--- src/rtl/pulse_to_level_if.sv ---
// Purpose: request/level bundle between a pulse_to_level block and its user.
// Ports (signals):
//   pulse        request, one request per high cycle (master -> slave)
//   clr_overflow clears the sticky overflow flag     (master -> slave)
//   level        generated level waveform             (slave -> master)
//   busy         block is not idle                    (slave -> master)
//   pending      queued request count                 (slave -> master)
//   overflow     sticky: a request was dropped        (slave -> master)
interface pulse_to_level_if #(
  parameter int unsigned PENDING_MAX = 2
);
  localparam int unsigned PW = (PENDING_MAX > 0) ? $clog2(PENDING_MAX + 1) : 1;

  logic          pulse;
  logic          clr_overflow;
  logic          level;
  logic          busy;
  logic [PW-1:0] pending;
  logic          overflow;

  modport master (
    output pulse, clr_overflow,
    input  level, busy, pending, overflow
  );

  modport slave (
    input  pulse, clr_overflow,
    output level, busy, pending, overflow
  );
endinterface

--- src/rtl/pulse_to_level.sv ---
// Purpose: turns single-cycle request pulses into stretched level pulses
// (stretch-high / stretch-low) or level toggles, queueing requests that
// arrive while an output is in progress.
// Ports:
//   clk    system clock, posedge
//   rst_n  synchronous active-low reset
//   p2l    slave side of pulse_to_level_if (pulse, clr_overflow in;
//          level, busy, pending, overflow out; all outputs registered)
module pulse_to_level #(
  parameter logic [1:0]  MODE        = 2'b01,
  parameter int unsigned HIGH_CYCLES = 2,
  parameter int unsigned LOW_CYCLES  = 1,
  parameter int unsigned PENDING_MAX = 2
) (
  input  logic             clk,
  input  logic             rst_n,
  pulse_to_level_if.slave  p2l
);
  localparam int unsigned PW   = (PENDING_MAX > 0) ? $clog2(PENDING_MAX + 1) : 1;
  localparam int unsigned HMAX = (HIGH_CYCLES > LOW_CYCLES) ? HIGH_CYCLES : LOW_CYCLES;
  localparam int unsigned CW   = (HMAX > 1) ? $clog2(HMAX) : 1;
  localparam bit   ENABLED  = (MODE != 2'b00);
  localparam bit   TOGGLE   = (MODE == 2'b11);
  localparam logic ACT_LVL  = (MODE == 2'b01);
  localparam logic IDLE_LVL = (MODE == 2'b10);

  typedef enum logic [1:0] {
    IDLE   = 2'd0,
    ACTIVE = 2'd1,
    GAP    = 2'd2
  } state_t;

  state_t        state_q, state_d;
  logic [CW-1:0] cnt_q, cnt_d;
  logic [PW-1:0] pend_q, pend_d;
  logic          level_q, level_d;
  logic          ovf_q, ovf_d;
  logic          busy_q;
  logic          req_avail;
  logic          take;
  logic          h_last;
  logic          l_last;

  assign req_avail = p2l.pulse | (pend_q != '0);
  assign h_last    = (cnt_q == CW'(HIGH_CYCLES - 1));
  assign l_last    = (cnt_q == CW'(LOW_CYCLES - 1));

  // Next-state: sequencing, request consumption and queue bookkeeping.
  always_comb begin
    state_d = state_q;
    cnt_d   = cnt_q;
    level_d = level_q;
    pend_d  = pend_q;
    ovf_d   = ovf_q & ~p2l.clr_overflow;
    take    = 1'b0;

    case (state_q)
      IDLE: begin
        if (p2l.pulse) begin
          state_d = ACTIVE;
          cnt_d   = '0;
          level_d = TOGGLE ? ~level_q : ACT_LVL;
          take    = 1'b1;
        end
      end
      ACTIVE: begin
        if (!h_last) begin
          cnt_d = cnt_q + CW'(1);
        end else if (TOGGLE) begin
          cnt_d = '0;
          if (req_avail) begin
            level_d = ~level_q;
            take    = 1'b1;
          end else begin
            state_d = IDLE;
          end
        end else begin
          state_d = GAP;
          cnt_d   = '0;
          level_d = IDLE_LVL;
        end
      end
      GAP: begin
        if (!l_last) begin
          cnt_d = cnt_q + CW'(1);
        end else begin
          cnt_d = '0;
          if (req_avail) begin
            state_d = ACTIVE;
            level_d = ACT_LVL;
            take    = 1'b1;
          end else begin
            state_d = IDLE;
          end
        end
      end
      default: begin
        state_d = IDLE;
        cnt_d   = '0;
      end
    endcase

    // A pulse in a consuming cycle is used directly; otherwise a consume
    // drains the queue. An unconsumed pulse queues or, when full, is dropped.
    if (take && !p2l.pulse) begin
      pend_d = pend_q - PW'(1);
    end else if (p2l.pulse && !take) begin
      if (pend_q != PW'(PENDING_MAX)) begin
        pend_d = pend_q + PW'(1);
      end else begin
        ovf_d = 1'b1;
      end
    end
  end

  // State and registered outputs; disabled modes stay in the reset state.
  always_ff @(posedge clk) begin
    if (!rst_n || !ENABLED) begin
      state_q <= IDLE;
      cnt_q   <= '0;
      pend_q  <= '0;
      level_q <= ENABLED ? IDLE_LVL : 1'b0;
      ovf_q   <= 1'b0;
      busy_q  <= 1'b0;
    end else begin
      state_q <= state_d;
      cnt_q   <= cnt_d;
      pend_q  <= pend_d;
      level_q <= level_d;
      ovf_q   <= ovf_d;
      busy_q  <= (state_d != IDLE);
    end
  end

  assign p2l.level    = level_q;
  assign p2l.busy     = busy_q;
  assign p2l.pending  = pend_q;
  assign p2l.overflow = ovf_q;
endmodule
--- src/flat_wrapper.sv ---
// flat-port wrapper written by rule: the top's interface ports become plain ports
module pulse_to_level_flat 
#(
  parameter logic [1:0]  MODE        = 2'b01,
  parameter int unsigned HIGH_CYCLES = 2,
  parameter int unsigned LOW_CYCLES  = 1,
  parameter int unsigned PENDING_MAX = 2
)
  (clk, rst_n, p2l_pulse, p2l_clr_overflow, p2l_level, p2l_busy, p2l_pending, p2l_overflow);
  pulse_to_level_if #(.PENDING_MAX(PENDING_MAX)) p2l_i ();
  input  logic clk;
  input  logic rst_n;
  input wire logic [$bits(p2l_i.pulse)-1:0] p2l_pulse;
  input wire logic [$bits(p2l_i.clr_overflow)-1:0] p2l_clr_overflow;
  output wire logic [$bits(p2l_i.level)-1:0] p2l_level;
  output wire logic [$bits(p2l_i.busy)-1:0] p2l_busy;
  output wire logic [$bits(p2l_i.pending)-1:0] p2l_pending;
  output wire logic [$bits(p2l_i.overflow)-1:0] p2l_overflow;
  assign p2l_i.pulse = p2l_pulse;
  assign p2l_i.clr_overflow = p2l_clr_overflow;
  assign p2l_level = p2l_i.level;
  assign p2l_busy = p2l_i.busy;
  assign p2l_pending = p2l_i.pending;
  assign p2l_overflow = p2l_i.overflow;
  pulse_to_level #(.MODE(MODE), .HIGH_CYCLES(HIGH_CYCLES), .LOW_CYCLES(LOW_CYCLES), .PENDING_MAX(PENDING_MAX)) u_core (.clk(clk), .rst_n(rst_n), .p2l(p2l_i));
endmodule
--- config.mk ---
export PLATFORM = sky130hd
export DESIGN_NAME = pulse_to_level_flat
export DESIGN_NICKNAME = d
export VERILOG_FILES = /design/src/rtl/pulse_to_level_if.sv /design/src/rtl/pulse_to_level.sv /design/src/flat_wrapper.sv
export SDC_FILE = /design/constraint.sdc
export NUM_CORES = 1
export LEC_CHECK = 0
export CAP_MARGIN = 20
export CORE_AREA = 3 3 40 42
export CTS_CLUSTER_SIZE = 20
export DETAILED_ROUTE_END_ITERATION = 12
export DIE_AREA = 0 0 43 45
export MAX_ROUTING_LAYER = met4
export SKIP_LAST_GASP = 1
export SLEW_MARGIN = 0
export SYNTH_ARGS = -nofsm -noshare
export SYNTH_HDL_FRONTEND = slang
export SYNTH_SLANG_ARGS = --single-unit
--- constraint.sdc ---
create_clock -name clk -period 3.3 [get_ports clk]
set_input_delay 0.33 -clock clk [delete_from_list [all_inputs] [get_ports clk]]
set_output_delay 0.33 -clock clk [all_outputs]
set_load 0.03 [all_outputs]
## After elaboration in Yosys (flattened, before gate mapping)

Cells that the tools add are included.

- Register bits after elaboration: 8
- Logic and storage cells: 55
- Input bits: 4
- Output and inout bits: 5

- Add/sub/neg operators: 3
- Bitwise logic cells: 3
- Reductions and logical operators: 12
- Muxes and demuxes: 24
- Eq/ne operators: 7

Operator list:

| kind | number |
|---|---|
| $mux 1 | 14 |
| $mux 2 | 6 |
| $reduce_bool 2->1 | 4 |
| $ne 2x2->1 const B | 3 |
| $pmux 1 s3 | 2 |
| $pmux 2 s3 | 1 |
| $reduce_and 5->1 | 1 |
| $ne 2x1->1 const B | 2 |
| $reduce_bool 3->1 | 1 |
| $add 2x1->2 const B | 1 |
| $eq 2x1->1 const B | 1 |
| $eq 2x2->1 const B | 1 |
| $logic_and 1x1->1 | 2 |
| $logic_not 1->1 | 2 |
| $logic_not 2->1 | 1 |
| $pmux 1 s2 | 1 |
| $reduce_and 2->1 | 1 |
| $sub 2x1->2 const B | 1 |
| $add 1x1->1 const B | 1 |
| $and 1x1->1 | 1 |
| $not 1->1 | 1 |
| $or 1x1->1 | 1 |

## Depth between registers and ports, before layout

Gate-level depths: netlist of the first run.

- Word-level depth: 9
- Gate-level depth with buffers: 8
- Gate-level depth less buffers: 8

## Worst setup path after synthesis of the first run

No wires, ideal clock.

- Path type: register to register
- Start point: register u_core.pend_q[1] (netlist: u_core.p2l.pending[1])
- End point: register u_core.pend_q[1] (netlist: u_core.p2l.pending[1])
- Stages on the path, launching flop included: 7
- Period minus slack after synthesis: 2.016 ns
- Path slack: 1.284 ns
- Path buffers: 0
- Required time: 3.230 ns
- Data arrival time: 1.946 ns
- Setup time: 0.070 ns
- Cells stage by stage: dfxtp_1 or3_1 a32oi_1 inv_1 ha_1 or3_1 a21oi_1

- Word-level cells in the longest chain between the ends: 9
- Elaborated cells on any way between the ends: 17
- Classes of those cells: add/sub: 2; eq/ne: 1; mux: 6; bitwise: 1; reduce/logical: 7

RTL lines:

| item | line | RTL |
|---|---|---|
| from (decl) | pulse_to_level.sv:35 | `logic [PW-1:0] pend_q, pend_d;` |
| from (signal assigned) | pulse_to_level.sv:128 | `pend_q <= pend_d;` |
| $reduce_bool 2->1 | pulse_to_level.sv:44 | `assign req_avail = p2l.pulse \| (pend_q != '0);` |
| $or 1x1->1 | pulse_to_level.sv:44 |  |
| $mux 1 | pulse_to_level.sv:88 | `if (req_avail) begin` |
| $mux 1 | pulse_to_level.sv:84 | `if (!l_last) begin` |
| $pmux 1 s2 | pulse_to_level.sv:57 | `case (state_q)` |
| $logic_not 1->1 | pulse_to_level.sv:107 | `end else if (p2l.pulse && !take) begin` |
| $logic_and 1x1->1 | pulse_to_level.sv:107 |  |
| $reduce_bool 2->1 (no source line) | - |  |
| $reduce_and 2->1 (no source line) | - |  |

Parallel ways exist; a longest one is shown, timed or not. The select of a mux whose other input is x is not followed.
A chain may end at the register's enable or synchronous reset.

## Final worst setup path of the first run

- Start point: input p2l_pulse
- End point: register u_core.pend_q[1] (netlist: u_core.p2l.pending[1])

- Word-level cells in the longest chain between the ends: 8
- Elaborated cells on any way between the ends: 13
- Classes of those cells: mux: 5; bitwise: 1; reduce/logical: 7

RTL lines:

| item | line | RTL |
|---|---|---|
| from (decl) | flat_wrapper.sv:13 | `input wire logic [$bits(p2l_i.pulse)-1:0] p2l_pulse;` |
| $or 1x1->1 | pulse_to_level.sv:44 |  |
| $mux 1 | pulse_to_level.sv:88 |  |
| $mux 1 | pulse_to_level.sv:84 |  |
| $pmux 1 s2 | pulse_to_level.sv:57 |  |
| $logic_not 1->1 | pulse_to_level.sv:107 |  |
| $logic_and 1x1->1 | pulse_to_level.sv:107 |  |
| $reduce_bool 2->1 (no source line) | - |  |
| $reduce_and 2->1 (no source line) | - |  |

Parallel ways exist; a longest one is shown, timed or not.

==> results.ini, run 1 <==
[yosys]
synth_nets=62
yosysSeqAreaShare_pct=34.3
yosysWarnings=0
yosysTopAreaCellShare_pct=34.3
yosysUniqueCellTypes=21
yosys-top-cells-area=dfxtp_1 34%, ha_1 16%, inv_1 7.2%
syn_area_um2=467
syn_inst=52
synth-seq-cells=8
synth_area_leader_cell=dfxtp_1
syn_avg_cell_area_um2=8.97

[setup_path]
worstPathRequired_ns=3.47
end_kind=flop
cp_max_fo=6
crit_arrival_ns=2.41
critical_path_class=input pin to flop
worstSetupStartpointType=input pin

[die]
num_rows=13
die_area_mm2=0.00194
core_mm2=0.00128
die_w_um=43
ioPinCount=9
initial_utilization_pct=36.3
die_h_um=45

[pwr]
power_density_mw_per_mm2=462
ir_worst_vdd_uv=213
p_leak_nw=0.250
p_total_mw=0.271

[global_routing]
grt_pass1_wl_um=1520
grt_pass1_vias=367
gr-usage-met1_pct=14.1
grt_usage_pct=10.6
grt_start_max_net_pins=8
antenna_found_initial=0
grt_remaining_overflow=0
top_usage_layer=met2
grt_use_met2_pct=15.6
met3_usage_pct=2.79

[sta]
rsz0062_at_grt=false
skew_ns=0.00289
slew_headroom_pct=68.9
tightest_slew_ns=0.460
tns_ns=0
finalMaxSlewViolations=0
setup-violations-final=0
timing.fmax_ghz=0.446
hold_violations=0
period_needed_ns=2.24
final.period_utilization_pct=67.9

[drt]
first_iter_violations=5
routed_wl_um=860
vias=392
avgRoutedWirePerCell_um=11.0
vias_per_cell=5.03
drcViolationCount=0
dr.pass1.iters=4
postRouteAntennaNets=0

[placed_design]
io_buffers=8
gp_congestion=0.811
dp_hpwl_um=692
dp.cells=75

[finish]
postLayoutCoreUtil_pct=45.8
final_common_cell=inv_1
final_cells=78
area_delta_synth_final_pct=26.0
antennaDiodeCount=0
most-common-layout-cells=9 x inv_1, 8 x clkdlybuf4s50_1, 8 x dfxtp_1
fin_nets=75
nFillCells=132
layout-drive-gt1-share_pct=9.52

[clocking]
clkLatencyLatePin_ns=0.24
htreeDepth=1
post_cts_resized=0
cts_sinks=8
clock_path_buffers=2
cts_setup_buffers=0
clkTransAtPathRegs_ns=0.05
root_buffer=clkbuf_4
cts_buffers=3
cts_tree=done
cts_hold_buf=0

[flow_run]
cap_violations=0

[hold_path]
hp-class=flop to flop

[outcome]
status=completed

routing by layer:
layer	wire (um)	part of all wire (%)	vias up
met1	435	51	179
met5	0	0	-
li1	-	-	204
met2	375	44	9
met4	0	0	0
met3	49	5.7	0
worst max-delay path: stages:
cell and delay, ns:
clkdlybuf4s50_1 0.48, or3_1 0.33, a32oi_1 0.35, inv_1 0.08, ha_1 0.32, or3_1 0.35, a21oi_1 0.16
worst paths after layout:
check	start	end	slack, ns	cells past startpoint
max reg2reg	u_core.p2l.pending[1]	u_core.p2l.pending[1]	1.23	6
min	u_core.p2l.overflow	u_core.p2l.overflow	0.50	2
max	p2l_pulse	u_core.p2l.pending[1]	1.06	7
min reg2reg	u_core.p2l.overflow	u_core.p2l.overflow	0.50	2
cells in the mapped netlist, drive strengths merged:
master	instances
and2b	1
dfxtp	8
o41ai	1
a32oi	2
nor4b	1
mux2	1
inv	9
nor2	2
nand2	3
or3	4
xor2	1
o21ai	3
a41oi	1
ha	6
nand2b	1
a21oi	4
o311a	1
xnor2	1
a21o	1
a211oi	1
flip-flops by register name (all words and copies together) (netlist names):
name	flops
u_core.cnt_q	1
u_core.p2l.busy	1
u_core.p2l.level	1
u_core.p2l.overflow	1
u_core.p2l.pending	2
u_core.state_q	2
report_power, final:
part / total, mW / switching [mW] / leakage (nW) / internal, mW
Sequential: 0.119 / 0.0118 / 0.0658 / 0.107
Combinational: 0.0820 / 0.0428 / 0.171 / 0.0392
Clock: 0.0707 / 0.0293 / 0.0138 / 0.0413
through the flow:
stage	cell area (um^2)	hold slack [ns]	setup WS, ns
after global placement	566	0.478	0.828
final	588	0.497	1.06
after floorplan	467	0.461	1.28
after detailed placement	566	0.484	0.790
after global routing	588	0.557	0.893
after CTS	588	0.496	1.05
cells by family (layout without fill, tap and decap cells):
kind of cell    after synthesis  after routing  share of synthesized area (%)
simple gates                 12             12                           15.0
fa+ha+maj                     6              6                           16.1
flops                         8              8                           34.3
buf+inv                       9             20                           7.24
compound gates               14             14                           20.4
mux                           1              1                           3.22
xor+xnor                      2              2                           3.75
layout make-up:
type                    instances  area [um^2]  share of cell area [%]
clock buffers                   3         22.5                    3.83
flip-flops and latches          8          160                    27.2
inverters                       9         33.8                    5.74
well taps                      15         18.8                    3.19
multi-input cells              35          273                    46.4
repair buffers                  8         80.1                    13.6
No activity file was read; power rests on OpenSTA's default activity.
==> run 2: changes to the inputs <==
==> constraint.sdc (replaced) <==
create_clock -name clk -period 1.9 [get_ports clk]
set_input_delay 0.19 -clock clk [delete_from_list [all_inputs] [get_ports clk]]
set_output_delay 0.19 -clock clk [all_outputs]
set_load 0.03 [all_outputs]
==> run 2 against run 1 <==
First-iteration DRC count unchanged. Critical path depth unchanged. Power increased by 91%. Sequential share of layout area decreased by 2.0 points. Clock skew decreased by 0.00066 ns. Final cell count increased by 5.1%. Sequential cell count unchanged. Largest cell class unchanged. Largest power group unchanged.
==> results.ini, run 2 (synthesis results as in run 1) <==
[outcome]
status=completed

[clocking]
cts_buffers=3
cts_tree=done
clkLatencyLatePin_ns=0.26
root_buffer=clkbuf_4
clock_path_buffers=2
clkTransAtPathRegs_ns=0.06
htreeDepth=1
cts_sinks=8
cts_hold_buf=0

[die]
core_mm2=0.00128
initial_utilization_pct=36.3
die_area_mm2=0.00194
num_rows=13
die_h_um=45
die_w_um=43
ioPinCount=9

[global_routing]
grt_start_max_net_pins=7
grt_remaining_overflow=0
grt_pass1_vias=397
grt_usage_pct=13.0
antenna_found_initial=0
grt_pass1_wl_um=1770

[pwr]
p_total_mw=0.518
power_density_mw_per_mm2=792
power.internal_mw=0.351
netSwitchingPower_mw=0.168
p_leak_nw=0.283
power_frac_clock_pct=25.9
sw_frac_of_total_pct=32.3
combPwrFrac_pct=35.8
pwr-share-seq_pct=38.3
ir_worst_vdd_uv=326

[finish]
seq_area_um2=165
final_common_cell=inv_1
multi_input_area_um2=302
area_delta_synth_final_pct=40.2
fin_nets=79
postLayoutCoreUtil_pct=50.9
final_cells=82
nFillCells=126
most-common-layout-cells=9 x inv_1, 7 x clkdlybuf4s50_1, 5 x ha_1
layout-drive-gt1-share_pct=26.9
antennaDiodeCount=0

[sta]
hold_violations=0
rsz0062_at_grt=true
hold-worst-slack_ns=0.488
finalMaxSlewViolations=0
setup-violations-final=0
fin_ws_ns=0.0582
final.period_utilization_pct=96.9
timing.fmax_ghz=0.543
slew_headroom_pct=73.3
tightest_slew_ns=0.394
skew_ns=0.00223
period_needed_ns=1.84

[placed_design]
gp_congestion=0.745
dp.cells=79
dp_hpwl_um=740
dp_worst_setup_slack_ns=-0.176
io_buffers=8

[setup_path]
cp_slowest_cell=or3_4
r2r-start=u_core.p2l.pending[1]
worstSetupStartpointType=flop
r2r_setup_slack_ns=0.06
end_kind=flop
crit_arrival_ns=2.03
path_delay_family=simple AND/OR/NAND/NOR gates
reg2reg_depth=7
cp_max_fo=2
crit_buf_inv=1
crit-reg2reg-capture=u_core.p2l.pending[1]
max_stage_delay_ns=0.38
critical_path_class=flop to flop
crit_chain=or3_4 > a32oi_2 > inv_1 > ha_4 > xnor2_1 > or3_1 > a21oi_2
worstPathRequired_ns=2.09

[drt]
vias=425
avgRoutedWirePerCell_um=12.3
postRouteAntennaNets=0
first_iter_violations=5
dr.pass1.iters=3
drcViolationCount=0
vias_per_cell=5.18
routed_wl_um=1010

[flow_run]
cap_violations=0

[hold_path]
whs_path_depth=2
hold_path.startpoint=u_core.p2l.overflow
min_to=u_core.p2l.overflow
hp-class=flop to flop

run 2: cell types whose count changed in the layout (fill, tap and decap cells not counted), sizes merged:
cell	previous run	this run
dlymetal6s2s	0	1
clkdlybuf4s50	8	7
buf	0	4
run 2: final cells by class:
class	instances	share of cell area (%)
multi-input combinational	35	46.1
sequential	8	25.2
timing repair buffer	12	17.2
inverter	9	5.16
clock buffer	3	3.44
tap	15	2.87
run 2: worst max path at each step:
stage                                     start               endpoint  slack, ns  cells past startpoint
after global routing      u_core.p2l.pending[1]  u_core.p2l.pending[1]     -0.004                      7
after global placement                p2l_pulse  u_core.p2l.pending[1]      -0.14                      7
after detailed placement              p2l_pulse  u_core.p2l.pending[1]      -0.18                      7
after CTS                     u_core.state_q[0]  u_core.p2l.pending[1]       0.04                      7
after floorplan           u_core.p2l.pending[1]  u_core.p2l.pending[1]       0.01                      6
final                     u_core.p2l.pending[1]  u_core.p2l.pending[1]       0.06                      7
run 2: metrics by stage:
stage | setup TNS, ns | cell area (um^2)
finish | 0 | 654
CTS | 0 | 628
global placement | -0.157 | 606
detailed placement | -0.225 | 606
global route | -0.00436 | 654
floorplan | 0 | 477
run 2: layer usage:
metal | up-vias | global-route usage (%) | part of all wire, %
li1 | 215 | - | -
met1 | 199 | 14.8 | 42
met2 | 9 | 20.1 | 50
met3 | 2 | 6.77 | 7.2
met4 | 0 | 3.61 | 0.79
met5 | - | - | 0
run 2: worst reg2reg max path: cells and delay by family (launching register included):
kind / cells / cell delay [ns]
adder cells (fa/ha/maj): 1 / 0.17
buffers and inverters: 1 / 0.10
AND/OR/NAND/NOR: 2 / 0.71
XOR/XNOR: 1 / 0.13
AO/OA/AOI/OAI: 2 / 0.36
flip-flops: 1 / 0.32
run 2: power groups by stage:
| stage | combinational, mW | clock, mW | sequential [mW] |
|---|---|---|---|
| detailed placement | 0.176 | 0 | 0.201 |
| CTS | 0.177 | 0.142 | 0.197 |
| global route | 0.204 | 0.149 | 0.200 |
| floorplan | 0.0690 | 0 | 0.237 |
| global placement | 0.174 | 0 | 0.200 |
| finish | 0.186 | 0.134 | 0.199 |
run 2: timing repair:
action | CTS | global route
gates resized for setup | 0 | 6
setup endpoints to repair | 0 | 1
buffers inserted | 0 | 0
==> run 3: changes to the inputs <==
--- a/config.mk
+++ b/config.mk
@@ -7,9 +7,11 @@
 export LEC_CHECK = 0
 export CAP_MARGIN = 20
 export CORE_AREA = 3 3 40 42
+export CTS_CLUSTER_DIAMETER = 150
 export CTS_CLUSTER_SIZE = 20
 export DETAILED_ROUTE_END_ITERATION = 12
 export DIE_AREA = 0 0 43 45
+export GPL_TIMING_DRIVEN = 0
 export MAX_ROUTING_LAYER = met4
 export SKIP_LAST_GASP = 1
 export SLEW_MARGIN = 0
==> run 3 against run 2 <==
Maximum frequency increased by 1.1%. Global-route usage decreased by 2.2 points. Core utilization decreased by 2.1 points. Critical path type unchanged. Largest cell class unchanged. Largest power group unchanged.
==> results.ini, run 3 (synthesis results as in run 1) <==
[outcome]
status=completed

[hold_path]
hp-class=flop to flop
whs_path_depth=1

[setup_path]
worstPathRequired_ns=2.08
cp_max_fo=7
critical_path_class=flop to flop
worstSetupStartpointType=flop
end_kind=flop
reg2reg_depth=7
crit_arrival_ns=2.00

[global_routing]
grt_remaining_overflow=0
grt_pass1_vias=357
grt_start_max_net_pins=8
grt_pass1_wl_um=1460
antenna_found_initial=0
grt_usage_pct=10.7

[pwr]
p_leak_nw=0.260
ir_worst_vdd_uv=535
combPwrFrac_pct=31.5
sw_frac_of_total_pct=31.2
power.internal_mw=0.338
power_frac_clock_pct=25.8
pwr-share-seq_pct=42.7
netSwitchingPower_mw=0.153
p_total_mw=0.491
power_density_mw_per_mm2=784

[clocking]
root_buffer=clkbuf_4
cts_sinks=8
clock_path_buffers=2
cts_tree=done
cts_buffers=3
clkLatencyLatePin_ns=0.25
htreeDepth=1
cts_hold_buf=0
clkTransAtPathRegs_ns=0.05

[sta]
tightest_slew_ns=0.396
slew_headroom_pct=73.2
setup-violations-final=0
skew_ns=0.000702
final.period_utilization_pct=95.9
rsz0062_at_grt=false
hold-worst-slack_ns=0.481
hold_violations=0
finalMaxSlewViolations=0
timing.fmax_ghz=0.549
fin_ws_ns=0.0776
period_needed_ns=1.82

[die]
die_area_mm2=0.00194
die_h_um=45
core_mm2=0.00128
ioPinCount=9
num_rows=13
initial_utilization_pct=36.3
die_w_um=43

[drt]
vias_per_cell=5.22
dr.pass1.iters=3
drcViolationCount=0
vias=412
avgRoutedWirePerCell_um=11.4
postRouteAntennaNets=0
routed_wl_um=897
first_iter_violations=8

[finish]
most-common-layout-cells=9 x inv_1, 7 x clkdlybuf4s50_1, 5 x ha_1
fin_nets=76
antennaDiodeCount=0
stdcell_area_um2=627
area_delta_synth_final_pct=34.3
postLayoutCoreUtil_pct=48.8
nFillCells=128
final_common_cell=inv_1
layout-drive-gt1-share_pct=21.9

[placed_design]
placed_area_um2=576
io_buffers=8
gp_congestion=0.800
dp_hpwl_um=666
dp_worst_setup_slack_ns=-0.399

[flow_run]
cap_violations=0

-- run 3: cell types whose count changed in the layout (fill, tap and decap cells not counted), sizes merged --
cell,previous run,this run
dlygate4sd2,0,1
dlymetal6s2s,1,0
buf,4,1
-- run 3: cell type report --
cell class	instances	area [um^2]	area share, %
clock buffers	3	22.5	3.59
inverters	9	33.8	5.39
multi-input cells	35	298	47.5
flip-flops and latches	8	168	26.7
well taps	15	18.8	2.99
repair buffers	9	86.3	13.8
-- run 3: critical path, stage by stage (launching register included) --
cell and delay [ns]:
dfxtp_4 0.36, or3_4 0.38, a32oi_2 0.19, inv_1 0.10, ha_4 0.17, xnor2_1 0.12, or3_1 0.30, a21oi_1 0.13
-- run 3: timing repair --
action / in CTS / in global routing
hold endpoints to repair: 0 / 0
endpoints found under the setup margin: 2 / 1
resized for setup: 2 / 4
buffers inserted: 1 / 0
pin swaps: 1 / 2
-- run 3: worst paths after layout --
kind | startpoint | to | slack [ns]
max reg2reg | u_core.p2l.pending[1] | u_core.p2l.pending[1] | 0.08
max | u_core.p2l.pending[1] | u_core.p2l.pending[1] | 0.08
min | u_core.p2l.pending[1] | u_core.p2l.pending[0] | 0.48
min reg2reg | u_core.p2l.pending[1] | u_core.p2l.pending[0] | 0.48
-- run 3: per-stage QoR --
step / TNS [ns] / instances
2_1_floorplan: 0 / 52
3_3_place_gp: -0.733 / 75
3_5_place_dp: -0.804 / 75
4_1_cts: 0 / 79
5_1_grt: 0 / 79
6_report: 0 / 79
-- run 3: power groups by stage --
stage | clock network, mW | logic [mW] | registers, mW
after CTS | 0.135 | 0.152 | 0.207
after global routing | 0.145 | 0.168 | 0.212
after global placement | 0 | 0.144 | 0.211
after floorplan | 0 | 0.0690 | 0.237
after detailed placement | 0 | 0.145 | 0.211
final | 0.127 | 0.155 | 0.210
-- run 3: per-layer routing --
layer / vias to the layer above / routed length [um] / GRT usage, %
li1: 209 / - / -
met1: 191 / 416 / 10.7
met2: 10 / 410 / 17.1
met3: 2 / 58 / 7.17
met4: 0 / 12 / 3.61
met5: - / 0 / -
